--- config.mk ---
export PLATFORM = sky130hd
export DESIGN_NAME = mem_exc_ctrl
export DESIGN_NICKNAME = d
export VERILOG_FILES = /design/src/rtl/mem_exc_ctrl.sv
export SDC_FILE = /design/constraint.sdc
export NUM_CORES = 1
export LEC_CHECK = 0
export ABC_CLOCK_PERIOD_IN_PS = 2160
export BUFFER_PORTS_ARGS = -buffer_cell sky130_fd_sc_hd__clkbuf_2
export CORE_ASPECT_RATIO = 0.6
export CORE_UTILIZATION = 46
export CTS_BUF_LIST = sky130_fd_sc_hd__clkbuf_8
export DETAILED_ROUTE_END_ITERATION = 10
export GPL_TIMING_DRIVEN = 0
export PLACE_DENSITY = 0.77
export RECOVER_POWER = 100
export SLEW_MARGIN = 10
export SYNTH_ARGS = -nofsm -noshare
export SYNTH_HDL_FRONTEND = slang
export SYNTH_SLANG_ARGS = --single-unit
--- constraint.sdc ---
create_clock -name cpu_clk_50M -period 2.16 [get_ports cpu_clk_50M]
set_input_delay 0.108 -clock cpu_clk_50M [delete_from_list [all_inputs] [get_ports cpu_clk_50M]]
set_output_delay 0.108 -clock cpu_clk_50M [all_outputs]
set_load 0.01 [all_outputs]
--- src/rtl/mem_exc_ctrl.sv ---
// rtl/mem_exc_ctrl.sv - MEM stage register with exception resolution and interrupt sync
//
// Purpose:
//   Holds the MEM pipeline stage, resolves the exception reported to CP0 for
//   the instruction currently in MEM (interrupt, upstream code, data address
//   error), gates data-memory strobes for excepting instructions, and
//   synchronises the external interrupt lines.
//
// Ports:
//   cpu_clk_50M, cpu_rst_n         clock (rising edge), async active-low reset
//   ex_valid, ex_pc, ex_in_delay   EXE-stage instruction info
//   ex_exccode                     exception already detected upstream
//   ex_mem_re, ex_mem_we           load / store request
//   ex_mem_size, ex_mem_addr       access size (0 byte, 1 half, 2/3 word), address
//   stall_i, flush_i               hold / bubble the MEM stage register
//   status_i, cause_i              CP0 Status / Cause
//   hw_int_i, timer_int_i          raw external interrupts, CP0 timer interrupt
//   int_o                          synchronised interrupt vector to CP0
//   exccode_o, pc_o, in_delay_o    resolved exception info to CP0
//   badvaddr_o                     faulting address to CP0
//   mem_re_o, mem_we_o             gated data-memory strobes
//   valid_o                        MEM stage holds a valid instruction

module mem_exc_ctrl (
  input  logic        cpu_clk_50M,
  input  logic        cpu_rst_n,
  input  logic        ex_valid,
  input  logic [31:0] ex_pc,
  input  logic        ex_in_delay,
  input  logic [4:0]  ex_exccode,
  input  logic        ex_mem_re,
  input  logic        ex_mem_we,
  input  logic [1:0]  ex_mem_size,
  input  logic [31:0] ex_mem_addr,
  input  logic        stall_i,
  input  logic        flush_i,
  input  logic [31:0] status_i,
  input  logic [31:0] cause_i,
  input  logic [5:0]  hw_int_i,
  input  logic        timer_int_i,
  output logic [5:0]  int_o,
  output logic [4:0]  exccode_o,
  output logic [31:0] pc_o,
  output logic        in_delay_o,
  output logic [31:0] badvaddr_o,
  output logic        mem_re_o,
  output logic        mem_we_o,
  output logic        valid_o
);

  localparam logic [4:0] EXC_INT  = 5'h00;
  localparam logic [4:0] EXC_ADEL = 5'h04;
  localparam logic [4:0] EXC_ADES = 5'h05;
  localparam logic [4:0] EXC_NONE = 5'h10;

  localparam logic [1:0] SIZE_BYTE = 2'd0;
  localparam logic [1:0] SIZE_HALF = 2'd1;

  // MEM stage register
  logic        valid_q,    valid_d;
  logic [31:0] pc_q,       pc_d;
  logic        in_delay_q, in_delay_d;
  logic [4:0]  exccode_q,  exccode_d;
  logic        re_q,       re_d;
  logic        we_q,       we_d;
  logic [1:0]  size_q,     size_d;
  logic [31:0] addr_q,     addr_d;

  // Two-flop interrupt synchroniser
  logic [5:0]  sync1_q;
  logic [5:0]  sync2_q;

  logic        misalign;
  logic        int_req;
  logic [4:0]  exc_res;
  logic [31:0] badv_res;

  // Flush beats stall; a flushed slot is a clean bubble.
  always_comb begin
    valid_d    = valid_q;
    pc_d       = pc_q;
    in_delay_d = in_delay_q;
    exccode_d  = exccode_q;
    re_d       = re_q;
    we_d       = we_q;
    size_d     = size_q;
    addr_d     = addr_q;
    if (flush_i) begin
      valid_d    = 1'b0;
      pc_d       = 32'h0;
      in_delay_d = 1'b0;
      exccode_d  = EXC_NONE;
      re_d       = 1'b0;
      we_d       = 1'b0;
      size_d     = 2'd0;
      addr_d     = 32'h0;
    end else if (!stall_i) begin
      valid_d    = ex_valid;
      pc_d       = ex_pc;
      in_delay_d = ex_in_delay;
      exccode_d  = ex_exccode;
      re_d       = ex_mem_re;
      we_d       = ex_mem_we;
      size_d     = ex_mem_size;
      addr_d     = ex_mem_addr;
    end
  end

  always_ff @(posedge cpu_clk_50M or negedge cpu_rst_n) begin
    if (!cpu_rst_n) begin
      valid_q    <= 1'b0;
      pc_q       <= 32'h0;
      in_delay_q <= 1'b0;
      exccode_q  <= EXC_NONE;
      re_q       <= 1'b0;
      we_q       <= 1'b0;
      size_q     <= 2'd0;
      addr_q     <= 32'h0;
      sync1_q    <= 6'h0;
      sync2_q    <= 6'h0;
    end else begin
      valid_q    <= valid_d;
      pc_q       <= pc_d;
      in_delay_q <= in_delay_d;
      exccode_q  <= exccode_d;
      re_q       <= re_d;
      we_q       <= we_d;
      size_q     <= size_d;
      addr_q     <= addr_d;
      sync1_q    <= hw_int_i;
      sync2_q    <= sync1_q;
    end
  end

  // The timer interrupt is already synchronous and shares line 5.
  assign int_o = {sync2_q[5] | timer_int_i, sync2_q[4:0]};

  // Reserved size 3 is treated as a word access.
  always_comb begin
    misalign = 1'b0;
    if (size_q == SIZE_BYTE) begin
      misalign = 1'b0;
    end else if (size_q == SIZE_HALF) begin
      misalign = addr_q[0];
    end else begin
      misalign = |addr_q[1:0];
    end
  end

  // IE set, EXL clear, and some pending line unmasked.
  assign int_req = status_i[0] & ~status_i[1] & (|(status_i[15:8] & cause_i[15:8]));

  // Interrupt outranks everything, including ERET; a bubble reports nothing
  // so a pending interrupt waits for the next valid instruction.
  always_comb begin
    exc_res  = EXC_NONE;
    badv_res = 32'h0;
    if (valid_q) begin
      if (int_req) begin
        exc_res = EXC_INT;
      end else if (exccode_q != EXC_NONE) begin
        exc_res = exccode_q;
        if (exccode_q == EXC_ADEL) begin
          badv_res = pc_q;
        end
      end else if (misalign && re_q) begin
        exc_res  = EXC_ADEL;
        badv_res = addr_q;
      end else if (misalign && we_q) begin
        exc_res  = EXC_ADES;
        badv_res = addr_q;
      end
    end
  end

  assign exccode_o  = exc_res;
  assign badvaddr_o = badv_res;
  assign pc_o       = valid_q ? pc_q : 32'h0;
  assign in_delay_o = valid_q & in_delay_q;
  assign valid_o    = valid_q;

  // An excepting instruction must not touch memory.
  assign mem_re_o = re_q & valid_q & (exc_res == EXC_NONE);
  assign mem_we_o = we_q & valid_q & (exc_res == EXC_NONE);

  logic unused_bits;
  assign unused_bits = ^{status_i[31:16], status_i[7:2], cause_i[31:16], cause_i[7:0]};

endmodule

Word level (Yosys, flattened, before mapping). Cells that the tools add are included.

Div/mod/pow operators: 0. $add $sub $neg: 0. Shift operators: 0. Magnitude comparators: 0. $mul: 0. Bitwise operators: 10. Reductions and logical operators: 5. Multiplexer cells: 30. Equality and inequality tests: 5.

Operators with widths (number): $mux 32 (11); $mux 5 (7); $mux 1 (10); $and 8x8->8 (1); $reduce_or 8->1 (1); $and 1x1->1 (7); $eq 5x3->1 const B (1); $eq 5x5->1 const B (1); $ne 5x5->1 const B (1); $mux 2 (2); $eq 2x1->1 const B (1); $logic_and 1x1->1 (2); $logic_not 2->1 (1); $ne 2x1->1 const B (1); $reduce_or 2->1 (1); $not 1->1 (1); $or 1x1->1 (1).

Memory bits (read-only): 0. RAM bits: 0. Memories: 0. Output and inout bits: 79. Word-level logic and storage cells: 60. Bits in latches: 0. Bits of input ports: 150. Register bits after elaboration: 87.

Logic depth before layout (Yosys ltp). Gate-level depths: netlist of run 1.

Depth in word-level cells: 11. Gate-level depth with buffers: 6. Gate-level depth less buffers: 4.

Worst setup path before layout of run 1. OpenSTA, ideal clock, no wires.

Kind: register to output. Start: register exccode_q[0]. End: output port exccode_o[2]. Required time: 2.052 ns. Cell stages (with the launch flop): 6. Arrival: 1.828 ns. Buffers on the path: 1. Slack: 0.224 ns. Path through: dfrtp_1 or3_4 a2111oi_4 buf_6 nor2_1 nor3b_1.

Longest elaborated chain between the ends: 4.

RTL lines: from (decl) (line 63) `logic [4:0] exccode_q, exccode_d;`; from (signal assigned) (line 125) `exccode_q <= exccode_d;`; $ne 5x5->1 (line 161) `end else if (exccode_q != EXC_NONE) begin`; $mux 5 (line 161); $mux 5 (line 159) `if (int_req) begin`; $mux 5 (line 158) `if (valid_q) begin`; to (decl) (line 42) `output logic [4:0] exccode_o,`.

No other way between the ends.

Worst setup path after layout of run 1.
Start: register exccode_q[1]. End: output port badvaddr_o[26].

Longest elaborated chain between the ends: 5. Elaborated cells between the ends (all ways): 6. Classes of those cells: eq/ne: 2; mux: 4.

RTL lines: $eq 5x3->1 (line 163) `if (exccode_q == EXC_ADEL) begin`; $mux 32 (line 163); $mux 32 (*) (line 161); $mux 32 (*) (line 159); $mux 32 (*) (line 158); to (decl) (line 45) `output logic [31:0] badvaddr_o,`.

Mark *: on every way between the ends. The rest lies on a longest branch, timed or not.

==> results of run 1 <==
## metrics by stage
stage | instances | setup TNS (ns) | setup WS, ns | power, mW | utilization (%)
after floorplan | 404 | 0 | 0.2239 | 2.066 | -
after global placement | 714 | -0.5667 | -0.07573 | 2.278 | 59.47
after detailed placement | 715 | -2.928 | -0.1493 | 2.305 | 59.80
after CTS | 781 | -4.172 | -0.2134 | 3.575 | 68.53
after global routing | 784 | -8.547 | -0.3093 | 3.704 | 69.04
final | 784 | -4.649 | -0.1991 | 3.536 | 69.04
## layer usage
layer / vias up / routed length (um)
met3: 22 / 918
met4: 0 / 176
met1: 1963 / 6287
met2: 157 / 6026
met5: - / 0
li1: 1884 / -
## kinds of logic after synthesis
family	after synthesis	synth area share, %
AO/OA/AOI/OAI	42	7.566
buffers and inverters	42	4.858
flip-flops	87	48.60
multiplexers	74	16.53
AND/OR/NAND/NOR	159	22.45
## registers in the layout, summed over array words and instances (netlist names)
register	count
addr_q	32
we_q	1
valid_o	1
re_q	1
exccode_q	5
pc_q	32
sync1_q	6
sync2_q	6
in_delay_q	1
size_q	2
## cell type report
type                       count  share of cell area (%)
buffer                        39                   3.926
timing repair buffer         237                   22.60
sequential                    87                   33.84
inverter                       2                  0.1166
multi-input combinational    275                   33.90
clock buffer                   9                   1.924
clock inverter                 5                   1.166
tap                          130                   2.527
## critical path, cell delays in order (launching register included)
cell and delay (ns):
dfrtp_1 0.42, or3_4 0.42, a2111oi_4 0.26, buf_6 0.19, buf_8 0.15, a22oi_1 0.11
nor3b_2 0.19, buf_2 0.16
## power groups by stage
stage	Combinational (mW)	Clock [mW]	Sequential, mW
6_report	0.569	1.18	1.79
3_5_place_dp	0.490	0	1.81
2_1_floorplan	0.275	0	1.79
5_1_grt	0.624	1.28	1.80
3_3_place_gp	0.469	0	1.81
4_1_cts	0.572	1.22	1.78
## what timing repair did
item / 4_1_cts / 5_1_grt
gates cloned: 2 / 2
hold buffers: 42 / 1
endpoints found under the hold margin: 82 / 1
setup buffers: 9 / 0
pin swaps: 12 / 11
endpoints found under the setup margin: 35 / 35
resized for setup: 20 / 39
## worst max path at each step
stage | to | cells past startpoint
3_5_place_dp | badvaddr_o[6] | 6
6_report | badvaddr_o[26] | 7
2_1_floorplan | exccode_o[2] | 5
4_1_cts | badvaddr_o[6] | 7
5_1_grt | badvaddr_o[6] | 7
3_3_place_gp | badvaddr_o[6] | 6
## synthesized netlist by cell type (all sizes together), types with 2 or more instances
library cell	number	area [um2]
a22oi	34	255.2
and2	34	212.7
and3b	2	17.52
buf	17	112.6
clkbuf	23	97.59
dfrtp	86	2152
inv	2	7.510
mux2i	74	740.7
nand2b	2	12.51
nand3	2	10.01
nor2	77	289.0
nor3b	37	427.9
o21ai	2	10.01
==> run_results.csv, run 1 <==
group,metric,value,unit
pwr,pwr-share-comb,16.1,%
hold_path,hold_start,"ex_mem_addr[17]",
pwr,swShare,25.53,%
clock_tree,cts_tree,"yes",
placed_design,hpwl,9341,um
global_route,grt_pass1_vias,4097,
job,max_cap_violations,0,
setup_path,r2r_end,"valid_o",
logic_synthesis,synth_edf_count,0,
routing,drcViolationCount,0,
timing,timing.fmax,423.9,MHz
timing,max_slew_margin,27.17,%
clock_tree,clkLatencyLatePin,0.35,ns
routing,first_pass_iters,5,
setup_path,cp.arrival,2.25,ns
logic_synthesis,ys_ff_latch,87,
global_route,grt_use_met2,42.37,%
setup_path,worstSetupPathType,"reg2out",
placed_design,place_area,5575,um2
global_route,antenna_found_initial,0,
routing,totalWireLength,13410,um
logic_synthesis,synth_area,4482,um2
hold_path,min_path_cells,3,
final_layout,fin_area,6437,um2
timing,period_needed,2.359,ns
logic_synthesis,syn_nets,554,
placed_design,io_buffer_count,180,
global_route,grt_pass1_wl,20910,um
final_layout,mostFrequentLayoutCell,"clkbuf_2",
pwr,power.density,549.2,nW/um2
clock_tree,clock_path_buffers,2,
final_layout,area_growth,43.63,%
final_layout,regArea,2178,um2
routing,ant_nets,0,
final_layout,fillers,750,
global_route,busiest_layer,"met2",
placed_design,gp_congestion,0.8632,
setup_path,crit_required,2.05,ns
global_route,grt-ovfl-total,0,
timing,hold_violations,0,
hold_path,min_to,"addr_q[17]",
timing,fin_skew,0.003554,ns
setup_path,endpoint_kind,"primary output",
logic_synthesis,ys.flop_type,"dfrtp_1",
setup_path,reg2reg_depth,4,
timing,drv_slew,0,
floorplan,die_area,10150,um2
clock_tree,cts.clk_slew.worst_paths,0.08,ns
setup_path,reg2reg_slack,0.72,ns
floorplan,die_h,78.46,um
routing,wl_per_cell,17.10,um
floorplan,core,9324,um2
pwr,ir_worst_vdd,0.3343,mV
pwr,p_switching,0.9028,mW
logic_synthesis,postSynthAreaPerCell,11.09,um2
timing,tightest_slew,1.092,ns
pwr,p_int,2.633,mW
clock_tree,cts_made_buffers,9,
clock_tree,clkSinkCount,87,
final_layout,multi_input_area,2182,um2
pwr,leakage,3.127,nW
logic_synthesis,netlist_instances,404,
clock_tree,cts_root_buffer,"clkbuf_8",
hold_path,hp-class,"in2reg",
pwr,seqPwrFrac,50.6,%
final_layout,nets,801,
logic_synthesis,synth_cell_types,30,
setup_path,timing.rr.start,"valid_o",
logic_synthesis,postSynth.asyncResetShare,100.0,%
global_route,track_usage,27.14,%
run_status,status,"finished with violations",
timing,rsz0062_at_grt,"true",
clock_tree,htreeDepth,3,
logic_synthesis,yosysSeqAreaShare,48.60,%
global_route,use_met1,38.32,%
final_layout,diodes,0,
logic_synthesis,yosys_warnings,0,
floorplan,start_util,48.07,%
floorplan,fp.dieW,129.4,um
pwr,clock_power_share,33.3,%
timing,timing.hold.ws,0.01326,ns
routing,initialDrtViolationCount,211,
routing,num_vias,4026,
final_layout,drive_gt1_share,38.53,%
timing,period_share,109.2,%
setup_path,crit_fanout,10,
timing,setup_slack,-0.1991,ns
final_layout,layout_common_cells,"clkbuf_2, dfrtp_1, nor2_1",
timing,setup_viol,34,
global_route,grt_start_max_net_pins,46,
setup_path,startpoint,"exccode_q[1]",
routing,via_per_inst,5.135,
floorplan,ios,229,
floorplan,rows,27,
run_status,violations,"negative setup slack",
global_route,gr-usage-met3,5.794,%
setup_path,startpoint_type,"register",
Power figures use the tool's default switching activity.
==> inputs of run 2 (changes only) <==
--- a/config.mk
+++ b/config.mk
@@ -9,7 +9,6 @@
 export BUFFER_PORTS_ARGS = -buffer_cell sky130_fd_sc_hd__clkbuf_2
 export CORE_ASPECT_RATIO = 0.6
 export CORE_UTILIZATION = 46
-export CTS_BUF_LIST = sky130_fd_sc_hd__clkbuf_8
 export DETAILED_ROUTE_END_ITERATION = 10
 export GPL_TIMING_DRIVEN = 0
 export PLACE_DENSITY = 0.77
==> run 2 against run 1 <==
Net effect: the run still ends with negative setup slack left; design area fell by 4.7%; die area is the same; combinational power is 10% lower; first-iteration DRC count fell by 16%; power increased by 10%; register-to-register slack worse by 0.03 ns; flip-flop and latch count unchanged; sequential share of layout area up 1.7 points; clock power grew 36%; final cell count shrank 4.8%; hold slack worse by 0.0021 ns; critical endpoint unchanged; largest cell class is now registers; highest routed layer unchanged.
==> run_results.csv, run 2 (synthesis results as in run 1) <==
group,metric,value,unit
timing,drv_slew,0,
setup_path,worstSetupPathType,"reg2out",
run_status,status,"finished with violations",
final_layout,mostFrequentLayoutCell,"clkbuf_2",
pwr,seqPwrFrac,46.0,%
pwr,swShare,24.27,%
timing,timing.fmax,426.6,MHz
pwr,p_switching,0.9462,mW
global_route,grt-ovfl-total,0,
clock_tree,cts_tree,"yes",
setup_path,crit_required,2.05,ns
floorplan,die_h,78.46,um
floorplan,core,9324,um2
final_layout,area_growth,36.85,%
routing,first_pass_iters,5,
floorplan,ios,229,
global_route,track_usage,26.27,%
clock_tree,cts.clk_slew.worst_paths,0.06,ns
pwr,total_power,3.899,mW
setup_path,endpoint_kind,"primary output",
global_route,grt_start_max_net_pins,46,
final_layout,instances_no_fill,746,
floorplan,start_util,48.07,%
floorplan,die_area,10150,um2
pwr,clock_power_share,40.9,%
timing,rsz0062_at_grt,"true",
pwr,power.density,635.6,nW/um2
placed_design,place_area,5575,um2
global_route,grt_pass1_vias,3862,
setup_path,startpoint_type,"register",
clock_tree,clkLatencyLatePin,0.33,ns
pwr,pwr-share-comb,13.1,%
clock_tree,htreeDepth,3,
clock_tree,cts_root_buffer,"clkbuf_16",
global_route,antenna_found_initial,0,
timing,period_needed,2.344,ns
timing,setup_viol,34,
job,max_cap_violations,0,
setup_path,crit_fanout,10,
timing,period_share,108.5,%
routing,via_per_inst,5.228,
placed_design,hpwl,9341,um
clock_tree,clkSinkCount,87,
final_layout,layout_common_cells,"clkbuf_2, dfrtp_1, nor2_1",
routing,num_vias,3900,
hold_path,hp-class,"in2reg",
floorplan,fp.dieW,129.4,um
placed_design,io_buffer_count,180,
routing,drcViolationCount,0,
clock_tree,clock_path_buffers,2,
timing,max_slew_margin,25.88,%
final_layout,drive_gt1_share,40.26,%
final_layout,fillers,790,
clock_tree,cts_made_buffers,9,
routing,ant_nets,0,
global_route,grt_pass1_wl,20070,um
routing,wl_per_cell,17.08,um
final_layout,top_regs,"addr_q x32, pc_q x32",
pwr,leakage,3.002,nW
pwr,ir_worst_vdd,0.3935,mV
timing,fin_skew,0.0009083,ns
timing,tightest_slew,1.112,ns
floorplan,rows,27,
timing,setup_slack,-0.1840,ns
placed_design,preCtsSetupSlack,-0.1493,ns
final_layout,final_core_util,65.78,%
pwr,p_int,2.952,mW
routing,totalWireLength,12740,um
final_layout,nets,763,
final_layout,fin_area,6133,um2
placed_design,gp_congestion,0.8632,
final_layout,diodes,0,
placed_design,dpl.cell_count,715,
setup_path,cp.arrival,2.24,ns
run_status,violations,"negative setup slack",
routing,initialDrtViolationCount,177,
timing,hold_violations,0,
## run 2: changes by cell type in the layout (fill, tap and decap cells not counted), sizes merged
cell         delta
dlygate4sd3    -36
buf             -5
clkbuf          +3
## run 2: power groups by stage
| stage | sequential [mW] | combinational (mW) | clock [mW] |
|---|---|---|---|
| 3_5_place_dp | 1.81 | 0.490 | 0 |
| 5_1_grt | 1.80 | 0.562 | 1.70 |
| 3_3_place_gp | 1.81 | 0.469 | 0 |
| 2_1_floorplan | 1.79 | 0.275 | 0 |
| 6_report | 1.79 | 0.510 | 1.60 |
| 4_1_cts | 1.79 | 0.514 | 1.63 |
## run 2: area by class of cell
class / count / area, um2 / area share [%]
Tap cell: 130 / 162.7 / 2.652
Inverter: 2 / 7.507 / 0.1224
Sequential cell: 87 / 2178 / 35.52
Clock buffer: 9 / 225.2 / 3.672
Multi-Input combinational cell: 275 / 2172 / 35.41
Buffer: 39 / 241.5 / 3.937
Clock inverter: 5 / 75.07 / 1.224
Timing Repair Buffer: 199 / 1071 / 17.46
## run 2: worst max-delay path, cell delays in order (launching register included)
cell       delay (ns)
dfrtp_1          0.41
or3_4            0.44
a2111oi_4        0.24
buf_6            0.20
buf_8            0.15
a22oi_1          0.11
nor3b_2          0.19
buf_2            0.16
## run 2: what timing repair did
| action | CTS | global route |
|---|---|---|
| resized for setup | 22 | 31 |
| cloned | 2 | 0 |
| hold buffers | 7 | 0 |
| pin swaps | 16 | 14 |
| hold endpoints to repair | 47 | 0 |
| endpoints found under the setup margin | 35 | 35 |
| setup buffers | 7 | 2 |
## run 2: through the flow
stage	hold slack (ns)	setup TNS [ns]
after floorplan	-0.1876	0
after global placement	0.2167	-0.5667
after detailed placement	0.1944	-2.928
after CTS	0.002197	-3.890
after global routing	0.009175	-6.708
final	0.01121	-3.643
## run 2: metal layers
metal | part of all wire [%] | GRT usage (%) | vias up
li1 | - | - | 1810
met1 | 47 | 37.22 | 1917
met2 | 45 | 40.59 | 164
met3 | 7.3 | 6.339 | 9
met4 | 0.55 | 6.163 | 0
met5 | 0 | 0 | -
## run 2: path summary, 6_finish.rpt
| check | from | to | slack (ns) | cells after the start |
|---|---|---|---|---|
| worst max-delay path | exccode_q[1] | badvaddr_o[26] | -0.18 | 7 |
| worst min register to register | sync1_q[0] | sync2_q[0] | 0.35 | 0 |
| worst max register to register | valid_o | valid_o | 0.69 | 4 |
| max in group asynchronous | cpu_rst_n | addr_q[31] | 0.34 | 3 |
| worst min-delay path | ex_pc[9] | pc_q[9] | 0.01 | 3 |
| min in group asynchronous | cpu_rst_n | in_delay_q | 0.51 | 2 |
